==> config.mk <==
export PLATFORM = sky130hd
export DESIGN_NAME = hs4_rr_arbiter
export DESIGN_NICKNAME = d
export VERILOG_FILES = /design/src/rtl/hs4_rr_arbiter.sv
export SDC_FILE = /design/constraint.sdc
export NUM_CORES = 1
export LEC_CHECK = 0
export CAP_MARGIN = 30
export CORE_MARGIN = 3
export CORE_UTILIZATION = 30
export CTS_BUF_LIST = sky130_fd_sc_hd__clkbuf_2
export CTS_CLUSTER_DIAMETER = 50
export CTS_CLUSTER_SIZE = 16
export DETAILED_ROUTE_END_ITERATION = 10
export GPL_ROUTABILITY_DRIVEN = 0
export SYNTH_ARGS = -nofsm -noshare
export SYNTH_HDL_FRONTEND = slang
export SYNTH_SLANG_ARGS = --single-unit
export TNS_END_PERCENT = 50
==> constraint.sdc <==
create_clock -name clk -period 2.65 [get_ports clk]
set_input_delay 0.53 -clock clk [delete_from_list [all_inputs] [get_ports clk]]
set_output_delay 0.53 -clock clk [all_outputs]
set_load 0.02 [all_outputs]
==> src/rtl/hs4_rr_arbiter.sv <==
// hs4_rr_arbiter: round-robin arbiter sharing one 4-phase handshake resource among N 4-phase requesters.
module hs4_rr_arbiter #(
  parameter int N           = 4,
  parameter int SEL_W       = 2,
  parameter int SYNC_STAGES = 2
) (
  input  logic             clk,
  input  logic             async_rst_neg,
  input  logic [N-1:0]     req,
  output logic [N-1:0]     ack,
  output logic             res_req,
  input  logic             res_ack,
  output logic [SEL_W-1:0] sel,
  output logic             busy,
  output logic             proto_err
);
  localparam int IW = $clog2(N);
  typedef enum logic [1:0] {IDLE, REQ, ACK, REL} state_t;
  state_t                        state_q, state_d;
  logic [1:0]                    rst_sync_q;
  logic [SYNC_STAGES-1:0][N-1:0] req_sync_q;
  logic [SYNC_STAGES-1:0]        ack_sync_q;
  logic [N-1:0]                  req_s, ack_d, ack_q;
  logic                          res_ack_s, run, cur_req;
  logic [SEL_W-1:0]              sel_q, sel_d, last_q, last_d, win;
  logic                          err_q, err_d, res_req_q, res_req_d, busy_q, busy_d;
  function automatic logic [SEL_W-1:0] rr_pick(input logic [N-1:0] r, input logic [SEL_W-1:0] last);
    int j;
    rr_pick = last;
    for (int k = N; k >= 1; k--) begin
      j = (int'(last) + k) % N;
      if (r[j[IW-1:0]]) rr_pick = SEL_W'(j);
    end
  endfunction
  assign req_s     = req_sync_q[SYNC_STAGES-1];
  assign res_ack_s = ack_sync_q[SYNC_STAGES-1];
  assign run       = rst_sync_q[1];
  assign win       = rr_pick(req_s, last_q);
  assign cur_req   = req_s[sel_q[IW-1:0]];
  always_comb begin
    state_d = state_q;
    sel_d   = sel_q;
    last_d  = last_q;
    err_d   = err_q;
    if (run) begin
      case (state_q)
        IDLE: if (|req_s) begin
          sel_d   = win;
          state_d = REQ;
        end
        REQ: begin
          err_d   = err_q | ~cur_req;
          state_d = res_ack_s ? ACK : REQ;
        end
        ACK: state_d = cur_req ? ACK : REL;
        default: if (!res_ack_s) begin
          state_d = IDLE;
          last_d  = sel_q;
        end
      endcase
    end
    ack_d     = state_d == ACK ? N'(1) << sel_d : '0;
    res_req_d = state_d == REQ || state_d == ACK;
    busy_d    = state_d != IDLE;
  end
  // Reset release is synchronised so the FSM never leaves IDLE on a partial edge.
  always_ff @(posedge clk or negedge async_rst_neg) begin
    if (!async_rst_neg) begin
      rst_sync_q <= '0;
      req_sync_q <= '0;
      ack_sync_q <= '0;
      state_q    <= IDLE;
      sel_q      <= '0;
      last_q     <= SEL_W'(N-1);
      err_q      <= 1'b0;
      ack_q      <= '0;
      res_req_q  <= 1'b0;
      busy_q     <= 1'b0;
    end else begin
      rst_sync_q <= {rst_sync_q[0], 1'b1};
      req_sync_q <= {req_sync_q[SYNC_STAGES-2:0], req};
      ack_sync_q <= {ack_sync_q[SYNC_STAGES-2:0], res_ack};
      state_q    <= state_d;
      sel_q      <= sel_d;
      last_q     <= last_d;
      err_q      <= err_d;
      ack_q      <= ack_d;
      res_req_q  <= res_req_d;
      busy_q     <= busy_d;
    end
  end
  assign ack       = ack_q;
  assign res_req   = res_req_q;
  assign sel       = sel_q;
  assign busy      = busy_q;
  assign proto_err = err_q;
endmodule

==> metrics.md, run 1 <==
| Metric | Value |
|---|---|
| Outcome | finished clean |
| FMAX | 449 MHz |
| Internal power | 0.756 mW |
| Number of synthesized flops with an enable pin | 0 |
| Hold_sp | ack_sync_q[0] |
| Share of post-route cells with drive strength above 1 | 0.161 |
| Clock share of power | 0.126 |
| FF-to-FF path depth | 7 |
| Die area | 0.00403 mm^2 |
| Total negative slack | 0 ns |
| Maxcap violations | 0 |
| CTS clk-pin slew, worst paths | 0.25 ns |
| HPWL Detailed | 1210 um |
| DRT iter0 DRCs | 11 |
| Core area | 0.00310 mm^2 |
| R2r endpoint | ack[1] |
| Worst skew pair latency | 0.34 ns |
| HP Class | register to register |
| Total Routed Length | 1610 um |
| Synth Instances | 74 |
| I/O pin total | 16 |
| Seq/Total Area, Yosys | 0.634 |
| Commonest non-fill, non-tap cell in the layout | dfrtp_1 |
| Syn_area_per_cell | 13.4 um^2 |
| Post-route design area | 0.00121 mm^2 |
| RSZ-0062 raised after global routing | no |
| Post-CTS sizing | 0 |
| Largest net degree at the start of global routing | 26 |
| Clock buffer count from CTS | 3 |
| Crit path DAT | 2.54 ns |
| Reg-to-reg slack, setup | 0.42 ns |
| GRT Residual Overflow | 0 |
| Total GRT Usage | 0.0875 |
| Synth cell types | 30 |
| Hold Crit Depth | 0 |
| Type of origin of the critical path | register |
| Crit-path slowest cell | or4_4 |
| Row cnt | 20 |
| DR DRC count | 0 |
| #FFs+latches synth | 25 |
| Slew Viols, Final | 0 |
| Hold Path Sink | ack_sync_q[1] |
| Min Clock Period, post-route | 2.23 ns |
| Setup-failing EPs final | 0 |
| Post-synth ARST share | 1.00 |
| Cell area power density | 986 mW/mm^2 |
| Crit. End Element | register |
| N_diodes | 0 |
| Syn_nets | 83 |
| TritonCTS Sinks | 25 |
| Worst Path Max Fanout | 4 |
| Placed instance count | 133 |
| Post-DP Area | 0.00119 mm^2 |
| Detailed-route via count | 619 |
| Final setup skew | 0.0118 ns |
| Power Total | 1.20 mW |
| Router iterations before antenna repair | 4 |
| CP required | 2.96 ns |
| Switch Pwr | 0.443 mW |
| VDD IR max | 0.408 mV |
| Final Hold Vio Count | 0 |
| Sequential power share | 0.474 |
| Setup CP Type | register to register |
| Final Non-Filler Cells | 137 |
| Synthesized cell area | 991 um^2 |
| CTS root buffer | clkbuf_2 |
| Synthesis Warnings | 0 |
| H-tree Lvls | 1 |
| Max stage delay on crit path | 0.57 ns |
| Most frequent cells in the layout | dfrtp_1 (23), clkdlybuf4s50_1 (15), inv_1 (8) |
| Leakage Power | 0.529 nW |
| Reg2Reg Launch Point | req_s[0] |
| Crit-path cells | or4_4 > nor3b_1 > o221ai_1 > ha_1 > inv_1 > a311o_1 > and3b_1 |
| First-pass GRT wire length | 2790 um |
| Die width | 63.5 um |
| Tcrit/Tclk final | 0.840 |
| Port bufs | 15 |
| Initial Util | 0.319 |
| Maximum clock path buffer count | 2 |
| Combinational power share | 0.400 |
| Die Span Y | 63.5 um |
| Number of nets in the layout | 103 |
| CTS tree | built |
| CTS Hold Bufs | 0 |
| Net Sw Frac | 0.370 |
| Post-CTS setup buffer count | 0 |
| Via density per instance | 4.52 |
| Initial antenna violation count | 0 |
| Avg WL per Cell | 11.7 um |
| Vias in the first global route | 634 |
| Ys flop type | dfrtp_1 |
| Synth-to-Final Area Change | 22.6% |
| ANT nets after route | 0 |
==> Yosys cell counts (2+ instances only) <==
| cell type | number | share of area |
|---|---|---|
| ha_1 | 2 | 0.025 |
| mux2_2 | 3 | 0.034 |
| a21oi_1 | 4 | 0.020 |
| dfrtp_1 | 23 | 0.58 |
| dfstp_2 | 2 | 0.053 |
| inv_1 | 8 | 0.030 |
| nor3b_1 | 2 | 0.015 |
| a31oi_1 | 2 | 0.013 |
| nand2_1 | 7 | 0.027 |
==> cell type report <==
type / count / area, um^2
clock inverter: 1 / 7.51
fill: 325 / 1890
clock buffer: 3 / 15.0
timing repair buffer: 16 / 158
inverter: 8 / 30.0
sequential: 25 / 628
multi-input combinational: 40 / 322
tap: 44 / 55.1
==> routing by layer <==
layer	wire [um]	GRT usage
met1	680	0.107
met2	853	0.149
met3	60	0.0214
met4	12	0.0323
met5	0	0
==> state kept, by name, summed over array words and instances (netlist names) <==
| signal | cells |
|---|---|
| proto_err | 1 |
| busy | 1 |
| req_s | 4 |
| req_sync_q | 4 |
| rst_sync_q | 2 |
| ack_sync_q | 2 |
| sel | 2 |
| ack | 4 |
| res_req | 1 |
| last_q | 2 |
| state_q | 2 |
==> worst max path at each step <==
stage / startpoint / endpoint / slack, ns / cells after the start
6_report: req_s[0] / ack[1] / 0.42 / 7
5_1_grt: req_s[1] / ack[1] / 0.32 / 7
4_1_cts: req_s[1] / ack[1] / 0.39 / 7
3_5_place_dp: req_s[1] / ack[1] / 0.46 / 7
3_3_place_gp: req_s[1] / ack[1] / 0.53 / 7
2_1_floorplan: sel[0] / ack[1] / 0.57 / 7
==> worst max-delay path, delay by kind of cell (launching register included) <==
kind / cells / cell delay (ns)
adders and majority gates: 1 / 0.20
and+or+nand+nor: 3 / 0.95
buffers and inverters: 1 / 0.06
DFF: 1 / 0.46
AOI/OAI and AO/OA: 2 / 0.53
==> power by group through the flow <==
stage / clock network, mW / registers [mW] / logic (mW)
3_5_place_dp: 0 / 0.578 / 0.483
4_1_cts: 0.158 / 0.570 / 0.488
6_report: 0.151 / 0.568 / 0.480
2_1_floorplan: 0 / 0.612 / 0.271
5_1_grt: 0.173 / 0.586 / 0.517
3_3_place_gp: 0 / 0.573 / 0.475
==> cells by family after synthesis <==
kind of cell | Yosys count | synth area share
buffers and inverters | 9 | 0.0417
adder cells (fa/ha/maj) | 2 | 0.0252
AND/OR/NAND/NOR | 17 | 0.109
AO/OA/AOI/OAI | 15 | 0.116
other | 1 | 0.00378
multiplexers | 5 | 0.0707
flip-flops | 25 | 0.634
==> metrics by stage <==
| stage | hold slack [ns] | util | setup slack, ns |
|---|---|---|---|
| 2_1_floorplan | 0.234 | - | 0.565 |
| 3_3_place_gp | 0.332 | 0.384 | 0.528 |
| 3_5_place_dp | 0.338 | 0.384 | 0.463 |
| 4_1_cts | 0.387 | 0.392 | 0.393 |
| 5_1_grt | 0.386 | 0.392 | 0.323 |
| 6_report | 0.384 | 0.392 | 0.423 |
(Power assumes the default switching activity.)
==> inputs of run 2 (changes only) <==
==> constraint.sdc (replaced) <==
create_clock -name clk -period 2.1 [get_ports clk]
set_input_delay 0.42 -clock clk [delete_from_list [all_inputs] [get_ports clk]]
set_output_delay 0.42 -clock clk [all_outputs]
set_load 0.02 [all_outputs]
==> run 2 against run 1 <==
Compared with the run above:
- the flow now finishes with violations (negative setup slack)
- sequential power grew 29%
- wire length grew 13%
- register-to-register slack lost 0.44 ns
- first-iteration DRC count shrank 9.1%
==> metrics.md, run 2 (synthesized netlist as in run 1, its figures left out) <==
| Metric | Value |
|---|---|
| Setup CP Type | register to register (unchanged) |
| Row cnt | 20 (unchanged) |
| CTS root buffer | clkbuf_2 (unchanged) |
| Slew Viols, Final | 0 (unchanged) |
| Router iterations before antenna repair | 3 (was 4) |
| CP required | 2.40 ns (was 2.96 ns) |
| CTS tree | built (unchanged) |
| I/O pin total | 16 (unchanged) |
| HPWL Detailed | 1230 um (was 1210 um) |
| Min Clock Period, post-route | 2.12 ns (was 2.23 ns) |
| Leakage Power | 0.578 nW (was 0.529 nW) |
| CTS Hold Bufs | 0 (unchanged) |
| GRT Residual Overflow | 0 (unchanged) |
| DR DRC count | 0 (unchanged) |
| Die area | 0.00403 mm^2 (unchanged) |
| FMAX | 473 MHz (was 449 MHz) |
| Maximum clock path buffer count | 2 (unchanged) |
| Clock buffer count from CTS | 3 (unchanged) |
| HP Class | register to register (unchanged) |
| Outcome | finished, violations left (was finished clean) |
| Worst Slack Setup Final | -0.0161 ns (was 0.423 ns) |
| N_diodes | 0 (unchanged) |
| Total Routed Length | 1810 um (was 1610 um) |
| Worst skew pair latency | 0.34 ns (about the same) |
| Bufs and invs on worst path | 1 (unchanged) |
| Initial Util | 0.319 (unchanged) |
| Placed instance count | 137 (was 133) |
| Crit. End Element | register (unchanged) |
| Via density per instance | 4.57 (was 4.52) |
| Largest net degree at the start of global routing | 26 (unchanged) |
| Final Non-Filler Cells | 146 (was 137) |
| Die width | 63.5 um (unchanged) |
| RSZ-0062 raised after global routing | yes (was no) |
| GR Util met2 | 0.177 (was 0.149) |
| Die Span Y | 63.5 um (unchanged) |
| Commonest non-fill, non-tap cell in the layout | dfrtp_1 (unchanged) |
| Share of post-route cells with drive strength above 1 | 0.294 (was 0.161) |
| Maxcap violations | 0 (unchanged) |
| First-pass GRT wire length | 2950 um (was 2790 um) |
| CTS clk-pin slew, worst paths | 0.22 ns (was 0.25 ns) |
| Final setup skew | 0.00403 ns (was 0.0118 ns) |
| Port bufs | 15 (unchanged) |
| Number of nets in the layout | 112 (was 103) |
| DRT iter0 DRCs | 10 (was 11) |
| Internal power | 1.06 mW (was 0.756 mW) |
| Setup-failing EPs final | 1 (was 0) |
| Final Hold Vio Count | 0 (unchanged) |
| ANT nets after route | 0 (unchanged) |
| Crit-path cells | or4_4 > nor3b_4 > o221ai_2 > ha_2 > inv_2 > a311o_1 > and3b_1 (was or4_4 > nor3b_1 > o221ai_1 > ha_1 > inv_1 > a311o_1 > and3b_1) |
| Met1 usage | 0.0985 (was 0.107) |
| Max stage delay on crit path | 0.54 ns (was 0.57 ns) |
| TritonCTS Sinks | 25 (unchanged) |
| Total negative slack | -0.0161 ns (was 0 ns) |
| Cell area power density | 1280 mW/mm^2 (was 986 mW/mm^2) |
| Combinational power share | 0.455 (was 0.400) |
| Avg WL per Cell | 12.4 um (was 11.7 um) |
| Failing checks | negative setup slack |
| Synth-to-Final Area Change | 32.2% (was 22.6%) |
| Most used routing layer | met2 (unchanged) |
| Most frequent cells in the layout | dfrtp_1 (23), clkdlybuf4s50_1 (15), buf_4 (10) (was dfrtp_1 (23), clkdlybuf4s50_1 (15), inv_1 (8)) |
| Clock share of power | 0.108 (was 0.126) |
| CP top delay family | simple AND/OR/NAND/NOR gates (unchanged) |
| GR Util met3 | 0.0160 (was 0.0214) |
| Crit-path slowest cell | or4_4 (unchanged) |
| Worst Path Max Fanout | 4 (unchanged) |
| Crit path DAT | 2.42 ns (was 2.54 ns) |
| Vias in the first global route | 694 (was 634) |
| Core area | 0.00310 mm^2 (unchanged) |
| VDD IR max | 0.414 mV (was 0.408 mV) |
| Net Sw Frac | 0.365 (was 0.370) |
| Type of origin of the critical path | register (unchanged) |
| H-tree Lvls | 1 (unchanged) |
| Switch Pwr | 0.610 mW (was 0.443 mW) |
| Detailed-route via count | 667 (was 619) |
| Initial antenna violation count | 0 (unchanged) |
| Sequential power share | 0.437 (was 0.474) |
| Total GRT Usage | 0.0953 (was 0.0875) |
| Tcrit/Tclk final | 1.01 (was 0.840) |
run 2: final timing paths:
kind,slack (ns),end,cells after the start,start
setup / recovery,-0.02,ack[1],7,req_s[1]
hold / removal,0.38,rst_sync_q[1],0,rst_sync_q[0]
setup reg to reg,-0.02,ack[1],7,req_s[1]
hold reg to reg,0.38,rst_sync_q[1],0,rst_sync_q[0]
max in group asynchronous,1.42,last_q[1],2,async_rst_neg
min in group asynchronous,0.40,ack[2],2,async_rst_neg
run 2: repair_timing:
item | 4_1_cts | 5_1_grt
endpoints found under the setup margin | 2 | 3
pin swaps | 2 | 3
gates resized for setup | 4 | 3
setup buffers | 3 | 2
run 2: power groups by stage:
stage / combinational (mW) / clock [mW] / sequential [mW]
after floorplan: 0.341 / 0 / 0.772
after global placement: 0.654 / 0 / 0.717
after detailed placement: 0.662 / 0 / 0.728
after CTS: 0.715 / 0.192 / 0.728
after global routing: 0.833 / 0.208 / 0.748
final: 0.760 / 0.180 / 0.731
run 2: per-stage QoR:
step,power [mW],hold WS (ns),utilization,worst slack (ns),cell area [um^2]
global placement,1.37,0.332,0.394,0.0219,1220
global route,1.79,0.392,0.422,-0.122,1310
detailed placement,1.39,0.335,0.394,-0.0140,1220
CTS,1.63,0.383,0.414,0.00962,1280
floorplan,1.11,0.124,-,0.0152,991
finish,1.67,0.377,0.422,-0.0161,1310
run 2: final cells by class:
class | instances | area [um^2]
Timing Repair Buffer | 25 | 225
Sequential cell | 25 | 628
Multi-Input combinational cell | 40 | 352
Fill cell | 305 | 1790
Clock inverter | 1 | 5.00
Clock buffer | 3 | 15.0
Inverter | 8 | 30.0
Tap cell | 44 | 55.1
run 2: routing by layer:
layer | routed length (um) | part of all wire
met5 | 0 | 0
met2 | 966 | 0.53
met1 | 772 | 0.43
met3 | 45 | 0.025
met4 | 27 | 0.015
